<file path="src/rtl/pipelined_adder.sv">
// Pipelined add/subtract unit: each stage resolves the carry of one CW-bit chunk,
// with a global valid/ready stall, synchronous flush and signed-overflow output.
module pipelined_adder #(
   parameter int WIDTH  = 32,
   parameter int STAGES = 4
) (
   input  logic             clk_in,
   input  logic             rst_in,
   input  logic             flush_in,
   input  logic             in_valid,
   output logic             in_ready,
   input  logic [WIDTH-1:0] a,
   input  logic [WIDTH-1:0] b,
   input  logic             cin,
   input  logic             sub,
   output logic             out_valid,
   input  logic             out_ready,
   output logic [WIDTH-1:0] sum,
   output logic             cout,
   output logic             ovf
);
   localparam int CW = WIDTH / STAGES;

   function automatic logic [CW:0] add_chunk(input logic [CW-1:0] x,
                                             input logic [CW-1:0] y,
                                             input logic          c);
      return {1'b0, x} + {1'b0, y} + {{CW{1'b0}}, c};
   endfunction

   // Carry into the MSB is recovered from the MSB operand and result bits.
   function automatic logic signed_ovf(input logic a_msb, input logic b_msb,
                                       input logic s_msb, input logic c_out);
      return (a_msb ^ b_msb ^ s_msb) ^ c_out;
   endfunction

   logic [STAGES-1:0] vld_p;
   logic              advance;

   assign advance   = !out_valid || out_ready;
   assign in_ready  = advance;
   assign out_valid = vld_p[STAGES-1];

   always_ff @(posedge clk_in or posedge rst_in) begin
      if (rst_in) begin
         vld_p <= '0;
      end else if (flush_in) begin
         vld_p <= '0;
      end else if (advance) begin
         vld_p[0] <= in_valid;
         for (int k = 1; k < STAGES; k++) vld_p[k] <= vld_p[k-1];
      end
   end

   for (genvar k = 0; k < STAGES; k++) begin : stg
      localparam int RW = WIDTH - k*CW;
      logic [RW-1:0]         a_in;
      logic [RW-1:0]         b_in;
      logic                  c_in;
      logic [CW:0]           r;
      logic [(k+1)*CW-1:0]   s_out;

      // Stage k boundary: operands still to add, carry and finished low chunks
      if (k == 0) begin : first
         assign a_in  = a;
         assign b_in  = sub ? ~b : b;
         assign c_in  = sub ? ~cin : cin;
         assign s_out = r[CW-1:0];
      end else begin : rest
         assign a_in  = stg[k-1].mid.a_p;
         assign b_in  = stg[k-1].mid.b_p;
         assign c_in  = stg[k-1].mid.c_p;
         assign s_out = {r[CW-1:0], stg[k-1].mid.s_p};
      end

      assign r = add_chunk(a_in[CW-1:0], b_in[CW-1:0], c_in);

      if (k < STAGES-1) begin : mid
         logic [RW-CW-1:0]    a_p;
         logic [RW-CW-1:0]    b_p;
         logic [(k+1)*CW-1:0] s_p;
         logic                c_p;

         always_ff @(posedge clk_in) begin
            if (advance) begin
               a_p <= a_in[RW-1:CW];
               b_p <= b_in[RW-1:CW];
               s_p <= s_out;
               c_p <= r[CW];
            end
         end
      end else begin : last
         always_ff @(posedge clk_in or posedge rst_in) begin
            if (rst_in) begin
               sum  <= '0;
               cout <= 1'b0;
               ovf  <= 1'b0;
            end else if (advance) begin
               sum  <= s_out;
               cout <= r[CW];
               ovf  <= signed_ovf(a_in[CW-1], b_in[CW-1], r[CW-1], r[CW]);
            end
         end
      end
   end
endmodule
</file>
<file path="config.mk">
export PLATFORM = sky130hd
export DESIGN_NAME = pipelined_adder
export DESIGN_NICKNAME = d
export VERILOG_FILES = /design/src/rtl/pipelined_adder.sv
export SDC_FILE = /design/constraint.sdc
export NUM_CORES = 1
export LEC_CHECK = 0
export ABC_AREA = 1
export BUFFER_PORTS_ARGS = -buffer_cell sky130_fd_sc_hd__buf_4
export CAP_MARGIN = 30
export CORE_ASPECT_RATIO = 0.6
export CORE_MARGIN = 2
export CORE_UTILIZATION = 30
export CTS_CLUSTER_DIAMETER = 30
export DETAILED_ROUTE_END_ITERATION = 10
export HOLD_SLACK_MARGIN = 0.06
export MAX_ROUTING_LAYER = met4
export PLACE_DENSITY = 0.52
export SLEW_MARGIN = 20
export SYNTH_ARGS = -nofsm -noshare
export SYNTH_HDL_FRONTEND = slang
export SYNTH_SLANG_ARGS = --single-unit
</file>
<file path="constraint.sdc">
create_clock -name clk_in -period 4.8 [get_ports clk_in]
set_input_delay 0.72 -clock clk_in [delete_from_list [all_inputs] [get_ports clk_in]]
set_output_delay 0.72 -clock clk_in [all_outputs]
set_load 0.05 [all_outputs]
</file>
== Word-level counts from Yosys, hierarchy flattened ==
Cells that the tools add are included.

* Eq/ne operators: 0
* Order comparisons: 0
* Shift operators: 0
* Mux-type cells: 4
* Reduce and logical (&&, ||, !) cells: 3
* Divide/modulo/power cells: 0
* Multiply operators: 0
* Add/sub/neg operators: 8
* Bitwise operators: 5

{| class="wikitable"
|+ Operators with widths
! operator !! number
|-
| $add 8x8->9 || 4
|-
| $add 9x1->9 || 4
|-
| $mux 32 || 1
|-
| $not 32->32 || 1
|-
| $mux 4 || 2
|-
| $xor 1x1->1 || 3
|-
| $reduce_bool 2->1 || 1
|-
| $logic_not 1->1 || 1
|-
| $logic_or 1x1->1 || 1
|-
| $mux 1 || 1
|-
| $not 1->1 || 1
|}

* Logic and storage cells: 36
* Memories kept: 0
* Input bits: 71
* Output and inout port bits: 36
* Register bits: 185
* Latch bits: 0
* RAM bits: 0
* Bits in read-only memories: 0

== Logic depth before layout (Yosys ltp) ==
Gate-level depths: netlist of run 1.

* Depth in word-level cells: 4
* Depth in mapped cells: 11
* Depth with buffers taken out: 11

== Least setup slack after synthesis of run 1 ==
OpenSTA, ideal clock, no wires.

* Kind: input port to output port
* From: in out_ready
* To: out in_ready
* Stages: 3
* Data required time: 4.080 ns
* Buffers on the path: 1
* Arrival time: 2.871 ns
* Slack: 1.209 ns
* Path through: nor2_2 inv_2 buf_2

* Longest elaborated chain between the ends: 1

{| class="wikitable"
|+ RTL lines
! what !! RTL line !! source
|-
| from (decl) || 17 || <nowiki>input logic out_ready,</nowiki>
|-
| $logic_or 1x1->1 || 39 || <nowiki>assign advance = !out_valid || out_ready;</nowiki>
|-
| to (decl) || 11 || <nowiki>output logic in_ready,</nowiki>
|}

Every way passes these cells.

== Worst setup path after layout of run 1 ==
* From: reg vld_p[3]
* To: out in_ready

* Longest elaborated chain between the ends: 2

{| class="wikitable"
|+ RTL lines
! what !! RTL line !! source
|-
| from (decl) || 36 || <nowiki>logic [STAGES-1:0] vld_p;</nowiki>
|-
| from (signal assigned) || 45 || <nowiki>vld_p <= '0;</nowiki>
|-
| from (signal assigned) || 47 || <nowiki>vld_p <= '0;</nowiki>
|-
| $logic_not 1->1 || 39 ||
|-
| $logic_or 1x1->1 || 39 ||
|}

Every way passes these cells.

==> results of run 1 <==
==> final timing paths <==
kind | from | to | slack [ps] | cells past startpoint
worst max-delay path | vld_p[3] | in_ready | 1940 | 5
worst min-delay path | rst_in | sum[19] | 270 | 2
worst max register to register | vld_p[3] | stg[2].mid.s_p[5] | 2440 | 5
worst min register to register | stg[1].mid.b_p[15] | stg[2].mid.b_p[7] | 420 | 0
max in group asynchronous | rst_in | sum[3] | 4050 | 3
min in group clk_in | stg[1].mid.b_p[15] | stg[2].mid.b_p[7] | 420 | 0
==> critical path, stage by stage, from the launching register on <==
cell,delay (ps)
sky130_fd_sc_hd__dfrtp_1,400
sky130_fd_sc_hd__inv_1,100
sky130_fd_sc_hd__nor2_4,30
sky130_fd_sc_hd__buf_4,260
sky130_fd_sc_hd__inv_6,540
sky130_fd_sc_hd__buf_4,320
==> where the power goes <==
part	switching [mW]	internal [mW]	leakage (nW)
Combinational	0.662	0.326	1.80
Clock	0.614	0.797	0.301
Sequential	0.127	2.10	2.01
Total	1.40	3.22	4.11
==> metrics by stage <==
stage / setup slack [ps] / instance area [um^2]
final: 1940 / 9350
after CTS: 1890 / 9330
after global placement: 1940 / 8720
after global routing: 1810 / 9350
after detailed placement: 1890 / 8720
after floorplan: 1210 / 7550
==> state kept, by name, summed over array words and instances (netlist names) <==
signal       cells
stg.mid.b_p     48
stg.mid.s_p     48
sum             32
stg.mid.c_p      3
vld_p            4
stg.mid.a_p     48
ovf              1
cout             1
==> cells by family (layout without fill, tap and decap cells) <==
kind of cell               after synthesis  after routing  synth area share (%)
xor gates and xnor gates                50             50                  5.80
adders and majority gates               36             36                  6.76
AOI/OAI and AO/OA                       29             29                  2.12
DFF                                    185            185                  71.0
buffers and inverters                   55            185                  3.11
and+or+nand+nor                        206            206                  11.2
==> synthesized netlist by cell type (all sizes together) <==
cell	instances
dfrtp	38
nor2	9
a21oi	18
xor2	47
inv	44
xnor2	3
edfxtp	147
nand4	5
ha	28
fa	8
o21a	1
nand2	162
nand3b	2
o21ai	6
o31ai	1
nand3	26
a31oi	1
or2	2
o21bai	2
buf	11
==> layer usage <==
| layer | vias up | global-route usage (%) | wire length (um) |
|---|---|---|---|
| li1 | 2140 | - | - |
| met1 | 2021 | 14.3 | 6730 |
| met2 | 78 | 16.1 | 6180 |
| met3 | 15 | 3.64 | 584 |
| met4 | 0 | 3.40 | 149 |
| met5 | - | - | 0 |
==> layout make-up <==
| cell class | instances | area share, % |
|---|---|---|
| tap | 322 | 4.31 |
| inverter | 44 | 1.82 |
| clock inverter | 9 | 0.790 |
| multi-input combinational | 321 | 21.0 |
| sequential | 185 | 57.4 |
| clock buffer | 23 | 5.70 |
| timing repair buffer | 109 | 9.02 |
==> results.txt, run 1 <==
The flow ran to the end, and the final reports show no timing, DRC or antenna violations. In this run the static leakage power is 4.11 nW. The ratio of routed vias to standard cells is 4.20.

The logs give 24400 um^2 for the floorplan core area and 0.777 for the last weighted congestion value of the routability-driven placer. The die covers 26500 um^2. The logs give 0 for the max-capacitance violation count and 0 for the leftover overflow at the end of global routing. TritonCTS built the clock tree. Data on the critical path is required at its endpoint by 4080 ps. The area growth from synthesis to final layout is 23.7%. The filler cells instantiated in the layout total 2370.

Synthesis inferred 185 register bits. In the final timing run, aggregate negative setup slack is 0 ps. For the fmax, the log shows 350 MHz. The tree is rooted in a sky130_fd_sc_hd__clkbuf_16. The sort of element at the end of the critical path was a primary output. For the buffers inserted during post-CTS setup optimization, the log shows 0.

sky130_fd_sc_hd__edfxtp_1 takes more of the synthesized area than any other cell. The max-slew violation count is 0, and the area share of the leading cell type in the synthesized netlist is 58.4%. Leaving out fill and tap cells, the most frequent cell in the layout is sky130_fd_sc_hd__nand2_1. For the I/O pin count, the log shows 107. The worst endpoint data arrival time was 2140 ps. After synthesis, the cell types taking the most area are sky130_fd_sc_hd__edfxtp_1 (58%), sky130_fd_sc_hd__dfrtp_1 (13%), sky130_fd_sc_hd__nand2_1 (7.9%).

IR analysis of the VDD net gives a maximum drop of 0.175 mV. At the end of the flow, the number of nets in the layout was 785. Dividing the detail-routed wire length by the instance count gives 13.5 um.

The number of nets handed over by synthesis was 668. Subtracting the final worst setup slack from the clock period gives 2860 ps. The area taken by flip-flops and latches came out at 5370 um^2.

The H-tree was split into 4 levels. The multi-input combinational cells in the finished layout cover a total of 1960 um^2. The number of buffers inserted for hold repair after clock tree synthesis was 0; the antenna diode count was 0. Buffers placed on the I/O ports in this run total 106. Row generation in the floorplan step produced 44 rows.

Setup repair after global routing left no endpoint under its margin. Cells with a size suffix above 1 make up 21.6% of the layout. Synthesis produced 561 cells. At the end of the flow the core is filled with cells to 38.2%.

The tools report the initial antenna violation count as 0. The tools report the total DRC errors in the routed layout as 0. After synthesis the cells add up to 7550 um^2.

Post-synthesis average cell area: 13.5 um^2. Before antenna repair, the detailed router went through 4 iterations. The maximum clock path buffer count is 2, and the post-detailed-route count of antenna-violating nets is 0. The run gives 4.62 mW as the total power of the final layout. The later pin in the worst-skew pair is clocked with a latency of 430 ps. For the pin with the worst max-slew slack, the measured transition is 681 ps.

The tools report the final-layout worst hold slack as 271 ps. For this block, the via count after detailed routing is 4254. Entering global routing, the biggest net connects 107 pins. Between clock sinks in the finished design, the worst skew comes to 8.67 ps.

The kind of critical path is reg2out. During synthesis, Yosys emitted a total of 0 warnings. The worst hold path belongs to the class in2async.

For this configuration, the core starts out at a cell density of 30.9%. The tools report the number of DRC markers in iteration 0 as 231. The first global-routing pass estimated 21.5 mm of wire. After layout, the worst path uses 59.5% of the clock period. Sequential elements use 71.0% of the synthesized area.

Gates resized during post-CTS repair numbered 0. For the worst-case headroom to the max-slew limit, the log shows 54.6%. Clock tree synthesis inserted a total of 17 buffers.

In this run, distinct cell masters in the synthesized netlist total 26. In the global route stage, overall resource usage came out at 10.9%. For this run, the number of standard cells in the final layout without fillers is 1013. Leaving out fill and tap cells, the most frequent cells in the layout are sky130_fd_sc_hd__nand2_1 (160), sky130_fd_sc_hd__edfxtp_1 (147), sky130_fd_sc_hd__buf_4 (107), sky130_fd_sc_hd__xor2_1 (47), sky130_fd_sc_hd__inv_1 (41). Summed over all layers, the routed wires come to 13.6 mm. The total placed cells including tap cells came out at 980.

Final-report hold violation count: 0. Clock transition time at the flip-flop clock pins of the worst setup and hold paths: 70 ps. Power spread over the standard cell area amounts to 495 nW/um^2.

The die boundary height is 127 um. Detailed placement ended at an HPWL of 8.98 mm. Setup violations remaining at the end of the flow were counted as 0. Maximum fanout count along the critical path: 79. STA classifies the critical path startpoint as a register. The width of the die works out to 209 um.

The logs give 4221 for the number of global-route vias before repair and 185 for the clock sink count.
(Power assumes the default switching activity.)
==> run 2: changes to the inputs <==
clock period = 2.85 ns   (was 4.8 ns; I/O delays follow)
==> results.txt, run 2 (synthesized netlist as in run 1, its figures left out) <==
After clock tree synthesis, the clock-pin slew on the worst setup and hold paths is 70 ps. In the final layout, the share of cells above drive strength 1 is 22.4%. The detailed router used layers up to and including met4. The maximum fanout count along the critical path works out to 3.

The largest individual stage delay along the critical path comes from the cell sky130_fd_sc_hd__fa_1. The count of buffers from port buffering was 106. The initial utilization of the core area, before any placement, comes to 30.9%. The count of nets left with antenna violations once routing finished came out at 0.

The tools report the leakage power as 4.13 nW. Clock tree synthesis selected as its root buffer the cell sky130_fd_sc_hd__clkbuf_16. Final-report hold violation count: 0. The sort of element at the end of the critical path was a register. The max-slew violation count was 0. The first global-routing pass estimated 22.3 mm of wire. For this design the top-level I/O count stands at 107. Timing would allow up to 481 MHz. The run gives 641 um as the amount of wire on met3 after detailed routing. Number of vias after detailed routing: 4340.

The final setup violation count was 0. The die is 127 um tall. The measured slew at the worst slew-check pin works out to 461 ps. The most common cell after layout, fill and taps aside was sky130_fd_sc_hd__nand2_1.

Routability-driven placement finished with a final weighted congestion of 0.740. The largest registers in the layout are stg.mid.a_p: 48 flops, stg.mid.b_p: 48 flops, stg.mid.s_p: 48 flops. The floorplan step set the die width to 209 um. The beginning of the worst register-to-register path was stg[2].mid.a_p[0]. The ratio of routed vias to standard cells works out to 4.26.

The worst ir drop on vdd was 0.287 mV. The total area inside the core boundary comes to 24400 um^2. Clock latency on the worst-skew pair, taken at its later pin, is 430 ps. The delay of the slowest cell on the worst path came out at 490 ps. The critical path ends at ovf.

The number of DRC markers in iteration 0 was 238; the pin count of the biggest net entering global routing was 67. Across the run, the number of max-cap violations was 0. The final cell utilization of the core was 38.4%; the antenna diode count was 0. TritonCTS built the clock tree. Walking the worst path, the cells encountered are fa_1 -> fa_1 -> nand2_1 -> nand2_2 -> nand2_2 -> nor2_2 -> nor2_2 -> nand2_1 -> nand3_1 -> nand2_1. The clock period could shrink to 2080 ps. By instance count, the cell type seen most on the critical path is sky130_fd_sc_hd__nand2_1.

The type of the tightest min-delay check was in2reg. The tools report the worst-case headroom to the max-slew limit as 69.3%. The area growth from synthesis to final layout was 24.2%.

The tools report the initial antenna violation count as 0. The worst endpoint data arrival time was 2400 ps; the mean routed wirelength per cell was 13.5 um. The tree built by TritonCTS fans out to 185 sinks.

The total non-filler cell area in the finished layout was 9380 um^2; the wire length reported by the detailed router was 13.8 mm. Summed over all layers, the global routing overflow is 0. The clock share of power is 30.3%, and the deepest level of the CTS H-tree is 4.

Summing internal, switching and leakage power gives 7.77 mW. In this run the power spent charging and discharging nets is 2.42 mW. STA classifies the critical path startpoint as a register. Setup repair after global routing left no endpoint under its margin.

The internal power of the cells totals 5.36 mW. The post-route clock skew was 7.41 ps. The tools report the flop-to-flop setup slack as 770 ps. The global-route usage over all layers was 11.5%; the net switching share of the total power was 31.1%.

For the worst flop-to-flop path, the logic depth is 10. The logs give 791 for the total number of nets in the final design and 21.5% for the part of the total power dissipated in combinational logic. The worst register-to-register path ends at ovf. The data required time at the worst endpoint came out at 3170 ps. The finished layout holds 1019 standard cells, fillers aside.

The share of total power dissipated in sequential elements is 48.2%. In the final timing run, aggregate negative setup slack is 0 ps. The number of gates resized after CTS is 0.

For the total DRC errors in the routed layout, the log shows 0. In this run the power density over the cells is 829 nW/um^2. The number of optimization iterations in the first detailed-route pass is 5, and the placed wire-length estimate is 9.40 mm. The number of global-route vias before repair is 4256, and the post-place instance area is 8760 um^2.

Detailed routing placed a total of 6.12 mm of wire on met2. The longest clock path from root to sink contains 2 buffers. The fraction of the cycle the final worst path needs was 72.9%; the number of CTS-inserted buffers was 17. The run gives 44 as the number of rows in the core area.

The run finished with clean final reports. The die covers 26500 um^2. The most critical setup path has its startpoint at stg[2].mid.a_p[0].

The total placed cells including tap cells is 985. The critical path is of the reg2reg type. Leaving out fill and tap cells, the most frequent cells in the layout are sky130_fd_sc_hd__nand2_1 (160), sky130_fd_sc_hd__edfxtp_1 (147), sky130_fd_sc_hd__buf_4 (112), sky130_fd_sc_hd__xor2_1 (47), sky130_fd_sc_hd__inv_1 (41). For this block, wires on met1 add up to 6.81 mm.
-- run 2: cell types whose count changed in the layout (fill, tap and decap cells not counted), sizes merged --
cell,delta
dlygate4sd3,+1
bufinv,+1
clkinvlp,+1
clkbuf,-5
inv,+7
buf,+5
clkinv,-4
-- run 2: metal layers --
layer	global-route usage, %	up-vias
met5	-	-
met4	4.92	0
met3	3.54	13
met2	15.9	91
met1	15.5	2092
li1	-	2144
-- run 2: power by group through the flow --
stage,logic [mW],registers [mW],clock network [mW]
finish,1.67,3.74,2.36
global placement,1.66,3.80,0
detailed placement,1.68,3.81,0
global route,1.82,3.80,2.57
floorplan,0.561,4.33,0
CTS,1.69,3.75,2.46
-- run 2: how the worst min path moves through the flow --
stage,start,to,cells past startpoint
after floorplan,stg[0].mid.a_p[8],stg[1].mid.a_p[0],0
after global placement,stg[1].mid.b_p[15],stg[2].mid.b_p[7],0
after detailed placement,stg[1].mid.s_p[1],stg[2].mid.s_p[1],0
after CTS,flush_in,vld_p[3],2
after global routing,flush_in,vld_p[3],2
final,flush_in,vld_p[3],2
-- run 2: per-stage QoR --
step / setup slack (ps) / hold slack (ps)
after CTS: 780 / 111
after floorplan: 414 / 400
after global placement: 631 / 402
final: 772 / 152
after detailed placement: 600 / 405
after global routing: 628 / 107
-- run 2: final cells by class --
type                    count  area, um^2
inverters                  44         170
fillers                  2352       15100
well taps                 322         403
clock inverters            14         153
multi-input cells         321        1960
flip-flops and latches    185        5370
clock buffers              18         439
repair buffers            115         891
-- run 2: critical path, delay by kind of cell, from the launching register on --
kind | cells | cell delay, ps
simple gates | 8 | 640
flops | 1 | 400
fa+ha+maj | 2 | 910
-- run 2: timing repair --
action	4_1_cts	5_1_grt
endpoints found under the hold margin	0	16
buffers inserted	0	0
hold buffers	0	1
==> run 3: changes to the inputs <==
clock period = 2.1 ns   (was 2.85 ns; I/O delays follow)
==> results.txt, run 3 (synthesized netlist as in run 1, its figures left out) <==
For the number of global-route vias before repair, the log shows 4499. Setup violations remaining at the end of the flow were counted as 0. The area growth from synthesis to layout is 28.4%. Measured along the y axis, the die boundary spans 127 um. The post-route clock skew was 11.3 ps; the shortest period the worst path allows was 2050 ps. The kind of critical path was reg2reg. Across all register-to-register paths, the minimum setup slack is 50 ps. In this run the core area contains 44 standard-cell rows. The number of placed instances, taps included, is 991.

In the routed layout, each cell is associated on average with a via count of 4.17. Buffers placed on the I/O ports in this run total 106. The critical path startpoint category is a register. CTS saw 185 sinks. Global routing used 11.7% of the available tracks. The worst hold path passes through 3 cells.

Power density of the placed cells: 1100 nW/um^2. The mean routed wirelength per cell was 13.4 um. In the layout the commonest cells are sky130_fd_sc_hd__nand2_1 (160), sky130_fd_sc_hd__edfxtp_1 (147), sky130_fd_sc_hd__buf_4 (117), sky130_fd_sc_hd__xor2_1 (46), sky130_fd_sc_hd__inv_1 (41).

The logs give 0 for the post-detailed-route count of antenna-violating nets and 0 for the final-report hold violation count. The first-pass GRT wire length was 23.0 mm; the maximum clock path buffer count was 2. For hold timing, the worst endpoint is vld_p[0].

The largest registers in the layout are stg.mid.a_p: 48 flops, stg.mid.b_p: 48 flops, stg.mid.s_p: 48 flops. The clock reaches the later pin of the worst-skew pair after 430 ps. The number of DRC markers in iteration 0 is 293, and the logic depth of the worst register-to-register path is 6.

107 I/O pins were placed. Entering global routing, the biggest net connects 53 pins. The run finished with clean final reports.

IR analysis of the VDD net gives a maximum drop of 0.517 mV. Fill cells in the final layout number 2350. Of the available clock period, the critical path in the final layout requires 97.6%.

Total number of nets in the final design: 821. Hold is met by 143 ps. Clock tree synthesis selected as its root buffer the cell sky130_fd_sc_hd__clkbuf_16. TritonCTS created 17 clock buffers. The worst endpoint data arrival time is 2230 ps, and the number of vias after detailed routing is 4376. The H-tree was split into 4 levels.

In this run the static leakage power is 4.27 nW. Measured along the x axis, the die boundary spans 209 um. The sort of element at the end of the critical path is a register.

The summed negative setup slack over all endpoints is 0 ps. For this configuration, the core starts out at a cell density of 30.9%. The data required time at the worst endpoint came out at 2280 ps. The worst pin sits at a relative slew slack of 62.2%. For the initial antenna violation count, the log shows 0. Max-slew violation count: 0.

The measured slew at the worst slew-check pin works out to 566 ps. Along the worst path, the maximum fanout reaches 3. The worst hold path begins at in_valid. Clock-pin slew was measured on the worst setup and hold paths at 70 ps. The most common cell after layout, fill and taps aside was sky130_fd_sc_hd__nand2_1. The tools report the wire length reported by the detailed router as 14.0 mm. For this run, design rule violations remaining after detail routing come to 0.

The antenna diode count is 0, and the share of layout cells above drive strength 1 is 22.7%. In this run the worst hold path is classified as in2reg. The core region is 24400 um^2.

The first detailed-routing pass took 4 iterations. Once layout is complete, the cells apart from fillers number 1049. The logs give 488 MHz for the fmax and 10.1 mm for the placed wire-length estimate. After global routing the overflow that remains totals 0.

The floorplan step defined a die boundary enclosing 26500 um^2. Cells fill 39.7% of the core in the end. The tool flagged a number of max-cap violations equal to 0. TritonCTS built the clock tree. The terminus of the critical flop-to-flop path is stg[2].mid.s_p[22]. The congestion estimate from routability-driven global placement came to 0.809.

The beginning of the worst register-to-register path was stg[1].mid.a_p[0].
## run 3: changes by cell type in the layout (fill, tap and decap cells not counted), sizes merged
cell | previous run | this run
clkinvlp | 1 | 0
clkinv | 2 | 4
inv | 54 | 53
buf | 114 | 119
clkbuf | 18 | 17
dlygate4sd3 | 1 | 26
bufinv | 1 | 2
## run 3: worst max path at each step
stage	depth (start not counted)	slack [ps]	to	from
4_1_cts	6	30	stg[2].mid.s_p[22]	stg[1].mid.a_p[0]
5_1_grt	6	-7	stg[2].mid.s_p[22]	stg[1].mid.a_p[0]
3_3_place_gp	8	90	stg[0].mid.s_p[6]	sub
3_5_place_dp	8	-5	stg[0].mid.s_p[6]	sub
2_1_floorplan	4	7	stg[0].mid.a_p[0]	vld_p[3]
6_report	6	50	stg[2].mid.s_p[22]	stg[1].mid.a_p[0]
## run 3: power by group
part	internal, mW	switching (mW)
Combinational	0.788	1.53
Sequential	4.79	0.290
Clock	1.80	1.45
## run 3: per-stage QoR
stage	area, um^2	worst slack, ps	total power [mW]
after global placement	8820	88.7	7.42
final	9700	50.3	10.7
after CTS	9680	26.9	10.8
after detailed placement	8820	-5.25	7.47
after global routing	9700	-6.54	11.2
after floorplan	7580	6.89	6.64
## run 3: what timing repair did
action / in CTS / in global routing
hold endpoints to repair: 43 / 1
hold buffers: 25 / 1
resized for setup: 0 / 3
setup endpoints to repair: 0 / 3
buffers inserted: 0 / 0
## run 3: metal layers
layer / wire length (um) / GRT usage (%) / share of wire (%) / vias to the layer above
met5: 0 / - / 0 / -
li1: - / - / - / 2210
met1: 7000 / 15.8 / 50 / 2075
met4: 141 / 3.66 / 1.0 / 0
met3: 742 / 4.06 / 5.3 / 13
met2: 6130 / 16.6 / 44 / 78
## run 3: critical path, stage by stage (launching register included)
cell	delay (ps)
sky130_fd_sc_hd__edfxtp_1	410
sky130_fd_sc_hd__fa_1	490
sky130_fd_sc_hd__fa_1	430
sky130_fd_sc_hd__nand3_1	90
sky130_fd_sc_hd__nand2_1	150
sky130_fd_sc_hd__a21oi_2	170
sky130_fd_sc_hd__xor2_1	80
## run 3: final cells by class
type                            instances  area (um^2)  area share, %
Clock buffer                           17          425           4.39
Clock inverter                         15          178           1.83
Inverter                               44          170           1.75
Multi-Input combinational cell        321         1980           20.4
Sequential cell                       185         5370           55.3
Tap cell                              322          403           4.15
Timing Repair Buffer                  145         1180           12.2
